===== config.mk =====
export PLATFORM = sky130hd
export DESIGN_NAME = id_ex_stage
export DESIGN_NICKNAME = d
export VERILOG_FILES = /design/src/rtl/id_ex_stage_pkg.sv /design/src/rtl/fwd_select.sv /design/src/rtl/id_ex_stage.sv
export SDC_FILE = /design/constraint.sdc
export NUM_CORES = 1
export LEC_CHECK = 0
export BUFFER_PORTS_ARGS = -buffer_cell sky130_fd_sc_hd__buf_2
export CELL_PAD_IN_SITES_DETAIL_PLACEMENT = 2
export CELL_PAD_IN_SITES_GLOBAL_PLACEMENT = 2
export CORE_MARGIN = 10
export CORE_UTILIZATION = 31
export CTS_BUF_LIST = sky130_fd_sc_hd__clkbuf_8
export CTS_CLUSTER_DIAMETER = 80
export CTS_CLUSTER_SIZE = 12
export DETAILED_ROUTE_END_ITERATION = 8
export PLACE_DENSITY_LB_ADDON = 0.08
export REMOVE_ABC_BUFFERS = 1
export SLEW_MARGIN = 30
export SYNTH_ARGS = -nofsm -noshare
export SYNTH_HDL_FRONTEND = slang
export SYNTH_SLANG_ARGS = --single-unit

===== constraint.sdc =====
create_clock -name clk -period 5.5 [get_ports clk]
set_input_delay 0 -clock clk [delete_from_list [all_inputs] [get_ports clk]]
set_output_delay 0 -clock clk [all_outputs]
set_load 0.02 [all_outputs]

===== src/rtl/id_ex_stage_pkg.sv =====
// id_ex_stage_pkg: shared widths, id_ctrl bit map and forward-select encodings
package id_ex_stage_pkg;
  localparam int DATA_W_DEF = 32;
  localparam int REG_W_DEF = 5;
  localparam int CTRL_W = 9;
  localparam int C_REG_WRITE = 8;
  localparam int C_MEM_READ = 7;
  localparam int C_MEM_WRITE = 6;
  localparam int C_MEM_TO_REG = 5;
  localparam int C_ALU_SRC = 4;
  localparam int C_REG_DST = 3;
  localparam int C_ALU_OP_HI = 2;
  localparam int C_ALU_OP_LO = 0;
  localparam logic [1:0] FWD_REG = 2'b00;
  localparam logic [1:0] FWD_WB = 2'b01;
  localparam logic [1:0] FWD_MEM = 2'b10;
endpackage


===== src/rtl/fwd_select.sv =====
// fwd_select: picks the operand source for one EX source register, nearest producer first
module fwd_select
  import id_ex_stage_pkg::*;
#(
  parameter int REG_W = REG_W_DEF
) (
  input  logic             ex_reg_write,
  input  logic [REG_W-1:0] ex_dst,
  input  logic             mem_reg_write,
  input  logic [REG_W-1:0] mem_rd,
  input  logic [REG_W-1:0] src,
  output logic [1:0]       sel
);
  // $0 is hard-wired zero, so a write targeting it is never a producer
  always_comb
    sel = (ex_reg_write && ex_dst != '0 && ex_dst == src) ? FWD_MEM :
          (mem_reg_write && mem_rd != '0 && mem_rd == src) ? FWD_WB : FWD_REG;
endmodule


===== src/rtl/id_ex_stage.sv =====
// id_ex_stage: ID/EX pipeline register with load-use stall detection and forwarding selects
module id_ex_stage
  import id_ex_stage_pkg::*;
#(
  parameter int DATA_W = DATA_W_DEF,
  parameter int REG_W  = REG_W_DEF
) (
  input  logic              clk,
  input  logic              reset,
  input  logic              id_valid,
  input  logic [REG_W-1:0]  id_rs,
  input  logic [REG_W-1:0]  id_rt,
  input  logic [REG_W-1:0]  id_rd,
  input  logic [DATA_W-1:0] id_rs_data,
  input  logic [DATA_W-1:0] id_rt_data,
  input  logic [DATA_W-1:0] id_imm,
  input  logic [CTRL_W-1:0] id_ctrl,
  input  logic              ex_mem_reg_write,
  input  logic [REG_W-1:0]  ex_mem_rd,
  input  logic              flush,
  input  logic              hold,
  output logic              ex_valid,
  output logic [CTRL_W-1:0] ex_ctrl,
  output logic [DATA_W-1:0] ex_rs_data,
  output logic [DATA_W-1:0] ex_rt_data,
  output logic [DATA_W-1:0] ex_imm,
  output logic [REG_W-1:0]  ex_rs,
  output logic [REG_W-1:0]  ex_rt,
  output logic [REG_W-1:0]  ex_dst,
  output logic [1:0]        fwd_a_sel,
  output logic [1:0]        fwd_b_sel,
  output logic              hz_stall,
  output logic [15:0]       stall_count
);
  logic [1:0] fa;
  logic [1:0] fb;
  logic       ex_writes;
  logic       bubble;
  assign ex_writes = ex_valid & ex_ctrl[C_REG_WRITE];
  fwd_select #(.REG_W(REG_W)) u_fwd_a (
    .ex_reg_write (ex_writes),
    .ex_dst       (ex_dst),
    .mem_reg_write(ex_mem_reg_write),
    .mem_rd       (ex_mem_rd),
    .src          (id_rs),
    .sel          (fa)
  );
  fwd_select #(.REG_W(REG_W)) u_fwd_b (
    .ex_reg_write (ex_writes),
    .ex_dst       (ex_dst),
    .mem_reg_write(ex_mem_reg_write),
    .mem_rd       (ex_mem_rd),
    .src          (id_rt),
    .sel          (fb)
  );
  // load in EX whose result the ID instruction needs; a flush makes the stall moot
  always_comb begin
    hz_stall = id_valid & ex_valid & ex_ctrl[C_MEM_READ] & (ex_dst != '0) &
               ((ex_dst == id_rs) | (ex_dst == id_rt)) & ~flush;
    bubble = flush | hz_stall;
  end
  // pipeline register: freeze on hold, insert zeroed bubble on flush or stall
  always_ff @(posedge clk or posedge reset)
    if (reset) begin
      ex_valid    <= 1'b0;
      ex_ctrl     <= '0;
      ex_rs_data  <= '0;
      ex_rt_data  <= '0;
      ex_imm      <= '0;
      ex_rs       <= '0;
      ex_rt       <= '0;
      ex_dst      <= '0;
      fwd_a_sel   <= FWD_REG;
      fwd_b_sel   <= FWD_REG;
      stall_count <= '0;
    end else if (!hold) begin
      ex_valid    <= id_valid & ~bubble;
      ex_ctrl     <= (id_valid & ~bubble) ? id_ctrl : '0;
      ex_rs_data  <= bubble ? '0 : id_rs_data;
      ex_rt_data  <= bubble ? '0 : id_rt_data;
      ex_imm      <= bubble ? '0 : id_imm;
      ex_rs       <= bubble ? '0 : id_rs;
      ex_rt       <= bubble ? '0 : id_rt;
      ex_dst      <= bubble ? '0 : (id_ctrl[C_REG_DST] ? id_rd : id_rt);
      fwd_a_sel   <= bubble ? FWD_REG : fa;
      fwd_b_sel   <= bubble ? FWD_REG : fb;
      if (hz_stall && stall_count != 16'hFFFF) stall_count <= stall_count + 16'd1;
    end
endmodule

Word level (Yosys, flattened, before mapping)
Index checks and enable logic that the tools add are counted.
{ "totals": {"out_inout_bits": 142, "in_bits": 131, "reg_bits": 141, "elab_cells": 53} }
{ "classes": {"n_eq_ne": 5, "n_bitwise": 12, "n_reduce_logical": 10, "add_sub_neg": 1, "muxes": 14} }
{ "ops": {"columns": ["operator", "n"], "rows": [
  ["$mux 32", 3],
  ["$eq 5x5->1", 4],
  ["$mux 5", 4],
  ["$add 16x1->16 const B", 1],
  ["$ne 16x16->1 const B", 1],
  ["$reduce_bool 5->1", 2],
  ["$mux 9", 1],
  ["$mux 2", 4],
  ["$and 1x1->1", 7],
  ["$logic_and 1x1->1", 7],
  ["$not 1->1", 3],
  ["$mux 1", 2],
  ["$or 1x1->1", 2],
  ["$reduce_and 2->1", 1]
]} }

Depth between registers and ports, before layout
Gate-level depths: netlist of run 1.
{ "depth": {"ltp_word": 9, "depth_mapped": 8, "mapped_depth_nobuf": 6} }

Hierarchy
A second synthesis of run 1 with hierarchy kept.
{ "unflattened": {"cells_unflattened": 428, "area_unflattened_um2": 5726.7} }
{ "modules_own_cells": {"columns": ["mod", "instances", "seq_area_each_um2", "cells_each", "area_per_inst_um2"], "rows": [
  ["id_ex_stage", 1, 3528.4, 388, 5424.0],
  ["fwd_select", 2, 0.0, 20, 151.4]
]} }

Least setup slack after synthesis of run 1
OpenSTA, ideal clock, no wires.
{ "synth_path": {"path_kind": "reg-to-reg", "start": "register ex_dst[1]", "end": "register ex_imm[31]", "required_time_ns": 5.434, "arrival_ns": 2.141, "period_less_slack_ns": 2.207, "slack_ns": 3.293, "path_buffers": 3, "setup_time_ns": 0.066, "stages_incl_launch_ff": 9, "path_cell_list": "dfrtp_1 or4_1 or2_1 and2_1 buf_2 a21oi_4 buf_4 buf_6 a22o_1"} }
{ "synth_between": {"elab_chain_cells": 6, "word_cells_on_any_way": 9, "classes_between": "eq/ne: 2; mux: 1; bitwise: 5; reduce/logical: 1"} }
{ "synth_rtl": {"columns": ["item", "line", "text"], "rows": [
  ["start, declared", "id_ex_stage.sv:29", "output logic [REG_W-1:0] ex_dst,"],
  ["start signal, assigned", "id_ex_stage.sv:84", "ex_dst <= bubble ? '0 : (id_ctrl[C_REG_DST] ? id_rd : id_rt);"],
  ["$eq 5x5->1 / $reduce_bool 5->1 (equally long branches)", "id_ex_stage.sv:59, id_ex_stage.sv:58", null],
  ["$or 1x1->1 / $and 1x1->1 (equally long branches)", "id_ex_stage.sv:59, id_ex_stage.sv:58", null],
  ["$and 1x1->1 *", "id_ex_stage.sv:58", "hz_stall = id_valid & ex_valid & ex_ctrl[C_MEM_READ] & (ex_dst != '0) &"],
  ["$and 1x1->1 *", "id_ex_stage.sv:59", "((ex_dst == id_rs) | (ex_dst == id_rt)) & ~flush;"],
  ["$or 1x1->1 *", "id_ex_stage.sv:60", "bubble = flush | hz_stall;"],
  ["$mux 32 *", "id_ex_stage.sv:81", "ex_imm <= bubble ? '0 : id_imm;"],
  ["end signal, assigned", "id_ex_stage.sv:81", null],
  ["end, declared", "id_ex_stage.sv:26", "output logic [DATA_W-1:0] ex_imm,"]
]} }
Mark *: on every way between the ends. The rest lies on a longest branch, timed or not.
A chain may end at the register's enable or synchronous reset.

Worst setup path in the final report of run 1
{ "layout_path": {"start": "register ex_dst[1]", "end": "register ex_imm[25]"} }
The elaborated chain is that of the path after synthesis.

==> impl_metrics.yaml, run 1 <==
layout:
  layout-drive-gt1-share_pct: 37.8
  layout.cells.non_filler: 1053
  finalInstanceArea_mm2: 0.00873
  layout.nets: 942
  mostFrequentLayoutCell: "buf_2"
  area_growth_pct: 56.0
  final_cell_mix: "271 x buf_2, 141 x dfrtp_1, 124 x dlygate4sd3_1"
  regArea_mm2: 0.00353
  fillers: 1809
  multiInputGateArea_mm2: 0.00191
route:
  drt_pre_antenna_iters: 4
  postRouteAntennaNets: 0
  post_drt_wl_per_cell_um: 23.9
  drt-met1-wl_um: 9850
  drc: 0
  vias_per_cell: 5.06
  met3_wirelength_um: 1670
  met2_wirelength_um: 13000
  routed_wirelength_um: 25200
  dr.max_layer_used: "met4"
  drt_iter0_drc: 175
  num_vias: 5327
global_route:
  antenna_found_initial: 1
  grt_max_degree: 108
  grt_pass1_wl_um: 38500
  track_usage_pct: 20.7
  grt_pass1_vias: 6193
  grt_overflow_total: 0
logic_synthesis:
  yosysTopAreaCell: "dfrtp_1"
  ys_types: 35
  synth_top_area_share_pct: 63.0
  synth_edf_count: 0
  ys_ff_latch: 141
  ys.flop_type: "dfrtp_1"
  ys_seq_area_share_pct: 63.0
  async_flop_share_pct: 100
  synth.area.top_cells: "dfrtp_1 63%, a22o_1 18%, xnor2_1 4.5%"
  yosysWarnings: 0
  syn_inst: 422
  syn_area_mm2: 0.00560
  syn_avg_cell_area_um2: 13.3
worst_setup_path:
  r2r_end: "ex_imm[25]$_DFFE_PP0N_"
  cp_max_fo: 107
  path_class: "reg -> reg"
  worst_setup_path_end_kind: "register"
  cp_data_required_time_ps: 5890
  start_kind: "register"
  arrival_ps: 3080
  ff2ff_setup_slack_ps: 2810
  r2r-start: "ex_dst[1]$_DFFE_PP0N_"
  endpoint: "ex_imm[25]$_DFFE_PP0N_"
  worst_path_largest_cell_delay_ps: 610
  crit_slowest_cell: "buf_6"
  crit_path_start: "ex_dst[1]$_DFFE_PP0N_"
  rr_worst_depth: 6
  crit_path_cell_trace: "or4_1 > or2_1 > and2_1 > a21oi_4 > buf_6 > a22o_1"
sta:
  final-hold-violation-count: 0
  worstMarginPinSlew_ps: 956
  min_period_ps: 2690
  fmax_mhz: 372
  setup_tns_ps: 0
  relSlewSlack_pct: 36.3
  setup-violations-final: 0
  holdWs_ps: 14.7
  min_period_over_period_pct: 48.8
  fin_worst_skew_ps: 21.5
  final_max_slew_viol_count: 0
  grt_setup_unrepaired: "false"
floorplan:
  die_x_um: 154
  core_area_mm2: 0.0178
  initial_utilization_pct: 31.4
  dieHeight_um: 154
  fp-row-count: 49
  boundaryPins: 273
  die_area_mm2: 0.0238
outcome:
  status: "completed"
worst_hold_path:
  hp-class: "in -> reg"
  whs_path_depth: 4
cts:
  root_buffer: "clkbuf_8"
  clk_pin_slew_ps: 90
  clock_path_buffers: 2
  htreeDepth: 4
  clkLatencyLatePin_ps: 460
  clock-sinks: 141
  cts_setup_buffers: 0
  numCtsBuffers: 17
  tritoncts: "built"
power:
  vdd_drop_max_uv: 145
  powerDensity_mw_per_mm2: 273
  power.leakage_nw: 4.51
placement:
  dpl.cell_count: 896
  port_buffers: 272
  place.gp.congestion: 0.797
  hpwl_um: 16100
  place_area_mm2: 0.00714
run:
  drv_cap: 0
==> logic make-up (layout without fill, tap and decap cells) <==
group                      after synthesis  count (layout)  share of synthesized area (%)
buffers and inverters                   32             433                           2.79
muxes                                    6               6                           1.09
other                                    0               1                              0
xor gates and xnor gates                35              35                           5.47
and+or+nand+nor                         75              75                           7.17
AOI/OAI and AO/OA                      132             132                           20.2
adders and majority gates                1               1                          0.223
DFF                                    141             141                           63.0
==> worst max-delay path, delay by kind of cell (launching register included) <==
family,cells,cell delay [ps]
compound gates,2,470
buf+inv,1,610
flops,1,450
simple gates,3,1020
==> registers in the layout, summed over array words and instances (netlist names) <==
| signal | flops |
|---|---|
| ex_imm | 32 |
| ex_rs_data | 32 |
| ex_rt_data | 32 |
| stall_count | 16 |
| ex_ctrl | 9 |
| ex_dst | 5 |
| ex_rs | 5 |
| ex_rt | 5 |
| fwd_a_sel | 2 |
| fwd_b_sel | 2 |
| ex_valid | 1 |
==> through the flow <==
step / setup WS (ps) / utilization, % / power (mW)
floorplan: 1720 / - / 1.36
global placement: 2670 / 40.0 / 1.55
detailed placement: 2850 / 40.0 / 1.56
CTS: 2820 / 48.9 / 2.39
global route: 2700 / 48.9 / 2.50
finish: 2810 / 49.0 / 2.38
==> power breakdown <==
group,internal (mW),total [mW],leakage (nW),switching (mW)
Sequential,1.10,1.15,1.86,0.0478
Combinational,0.208,0.475,2.46,0.268
Clock,0.342,0.755,0.184,0.413
Total,1.65,2.38,4.51,0.729
==> cells in the mapped netlist (2+ instances only) <==
library cell and n:
or4_1 5, nand3_1 17, buf_2 8, xnor2_1 29, clkbuf_1 18, nand2_1 13, xor2_1 6, dfrtp_1 141
nand4_1 11, and3_1 3, a22o_1 116, nor2_1 6, nor3_1 6, mux2i_1 5, buf_6 3, and2_1 2
or3_1 2, nor4_1 6, o21ai_0 9
==> repair_timing <==
action,CTS,global route
resized for setup,0,0
endpoints found under the hold margin,189,0
hold buffers,124,0
==> how the worst min path moves through the flow <==
stage | from | end | slack (ps)
2_1_floorplan | flush | hz_stall | 80
3_3_place_gp | reset | ex_rt_data[18]$_DFFE_PP0N_ | 150
3_5_place_dp | reset | ex_rt_data[8]$_DFFE_PP0N_ | 150
4_1_cts | id_valid | ex_valid$_DFFE_PP0N_ | 5
5_1_grt | id_valid | ex_valid$_DFFE_PP0N_ | 40
6_report | ex_mem_reg_write | fwd_a_sel[0]$_DFFE_PP0N_ | 10
==> area by class of cell <==
| class | count | area share [%] |
|---|---|---|
| antenna | 1 | 0.0287 |
| clock buffer | 20 | 3.15 |
| clock inverter | 12 | 0.860 |
| inverter | 1 | 0.100 |
| multi-input combinational | 249 | 21.9 |
| sequential | 141 | 40.4 |
| tap | 229 | 3.28 |
| timing repair buffer | 400 | 30.3 |
==> layer usage <==
layer	track usage (%)	vias up
li1	-	2384
met1	23.2	2701
met2	36.1	203
met3	6.21	39
met4	8.19	0
met5	0	-
Note: power is estimated with default switching activity, not from simulation.
==> run 2, diff against run 1 <==
- CORE_UTILIZATION: 31 -> 26
- clock period: 5.5 -> 2.3 ns (I/O delays scaled with it)
==> impl_metrics.yaml, run 2 (same netlist as run 1, synthesis figures left out) <==
outcome:
  status: "completed"
worst_hold_path:
  hp-class: "in -> reg"
  whs_path_depth: 5
worst_setup_path:
  cp_data_required_time_ps: 2300
  cp_max_fo: 5
  ff2ff_setup_slack_ps: 200
  worst_setup_path_end_kind: "primary output"
  r2r_end: "stall_count[5]$_DFFE_PP0P_"
  endpoint: "hz_stall"
  r2r-start: "ex_dst[3]$_DFFE_PP0N_"
  arrival_ps: 2160
  crit_path_start: "ex_dst[1]$_DFFE_PP0N_"
  start_kind: "register"
  rr_worst_depth: 6
  path_class: "reg -> out"
sta:
  setup_slack_ps: 139
  fin_worst_skew_ps: 15.8
  min_period_ps: 2160
  fmax_mhz: 463
  relSlewSlack_pct: 59.8
  final_max_slew_viol_count: 0
  holdWs_ps: 51.1
  final-hold-violation-count: 0
  worstMarginPinSlew_ps: 603
  setup-violations-final: 0
  min_period_over_period_pct: 94.0
placement:
  hpwl_um: 16500
  port_buffers: 272
  place_area_mm2: 0.00737
  place.gp.congestion: 0.764
  dp_slack_ps: 211
cts:
  htreeDepth: 4
  root_buffer: "clkbuf_8"
  clk_pin_slew_ps: 80
  clkLatencyLatePin_ps: 440
  tritoncts: "built"
  clock-sinks: 141
  numCtsBuffers: 17
  clock_path_buffers: 2
power:
  vdd_drop_max_uv: 349
  powerDensity_mw_per_mm2: 689
  power.leakage_nw: 4.67
floorplan:
  dieHeight_um: 167
  initial_utilization_pct: 26.6
  core_area_mm2: 0.0211
  fp-row-count: 53
  die_x_um: 167
  boundaryPins: 273
  die_area_mm2: 0.0278
route:
  vias_per_cell: 4.77
  num_vias: 5331
  drt_pre_antenna_iters: 4
  drc: 0
  routed_wirelength_um: 24600
  drt_iter0_drc: 218
  post_drt_wl_per_cell_um: 22.0
  postRouteAntennaNets: 0
layout:
  finalInstanceArea_mm2: 0.00913
  fillers: 2180
  area_growth_pct: 63.1
  mostFrequentLayoutCell: "buf_2"
  layout-drive-gt1-share_pct: 39.8
  regArea_mm2: 0.00353
  multiInputGateArea_mm2: 0.00194
  utilization_pct: 43.3
  final_cell_mix: "271 x buf_2, 140 x dfrtp_1, 125 x dlygate4sd3_1"
  layout.nets: 960
  top_regs: "ex_imm: 32 flops, ex_rs_data: 32 flops, ex_rt_data: 32 flops"
global_route:
  track_usage_pct: 17.3
  antenna_found_initial: 2
  grt_overflow_total: 0
  grt_max_degree: 126
  grt_pass1_vias: 6224
  grt_pass1_wl_um: 38400
run:
  drv_cap: 0
-- run 2: worst min-delay path by stage --
stage / start / to / slack, ps
3_3_place_gp: reset / ex_imm[10]$_DFFE_PP0N_ / 120
4_1_cts: ex_mem_rd[3] / fwd_a_sel[0]$_DFFE_PP0N_ / 10
5_1_grt: ex_mem_rd[0] / fwd_a_sel[0]$_DFFE_PP0N_ / 60
2_1_floorplan: flush / hz_stall / 80
6_report: ex_mem_rd[0] / fwd_a_sel[0]$_DFFE_PP0N_ / 50
3_5_place_dp: reset / ex_imm[10]$_DFFE_PP0N_ / 130
-- run 2: metrics by stage --
stage / setup TNS, ps / instances / total power [mW]
final: 0 / 1118 / 6.29
after global routing: -2.04 / 1118 / 6.63
after CTS: 0 / 1115 / 6.38
after detailed placement: 0 / 958 / 3.78
after global placement: 0 / 958 / 3.74
after floorplan: -300010 / 391 / 3.26
-- run 2: power breakdown --
part | switching [mW] | internal (mW) | total [mW]
Sequential | 0.103 | 2.64 | 2.74
Clock | 1.06 | 1.32 | 2.38
Combinational | 0.645 | 0.531 | 1.18
Total | 1.81 | 4.49 | 6.29
-- run 2: timing repair --
action / in CTS / in global routing
hold endpoints to repair: 181 / 0
buffers inserted: 0 / 1
pin swaps: 0 / 2
endpoints found under the setup margin: 1 / 2
hold buffers: 125 / 0
resized for setup: 1 / 5
-- run 2: cell type report --
class	count	area share, %
Inverter	1	0.0959
Timing Repair Buffer	418	31.1
Antenna cell	2	0.0548
Clock buffer	17	2.56
Tap cell	275	3.77
Multi-Input combinational cell	249	21.2
Clock inverter	15	2.59
Sequential cell	141	38.7
-- run 2: worst max-delay path, stage by stage (launching register included) --
cell and delay (ps):
dfrtp_1 380, or4_4 530, or2_1 230, and2_4 150, buf_4 160, nand2_2 80
nor2_1 40, buf_2 150
-- run 2: routing by layer --
layer / up-vias / part of all wire (%) / GRT usage, %
li1: 2415 / - / -
met1: 2717 / 40 / 19.4
met2: 170 / 52 / 30.6
met3: 29 / 6.1 / 5.53
met4: 0 / 2.1 / 5.54
met5: - / 0 / 0
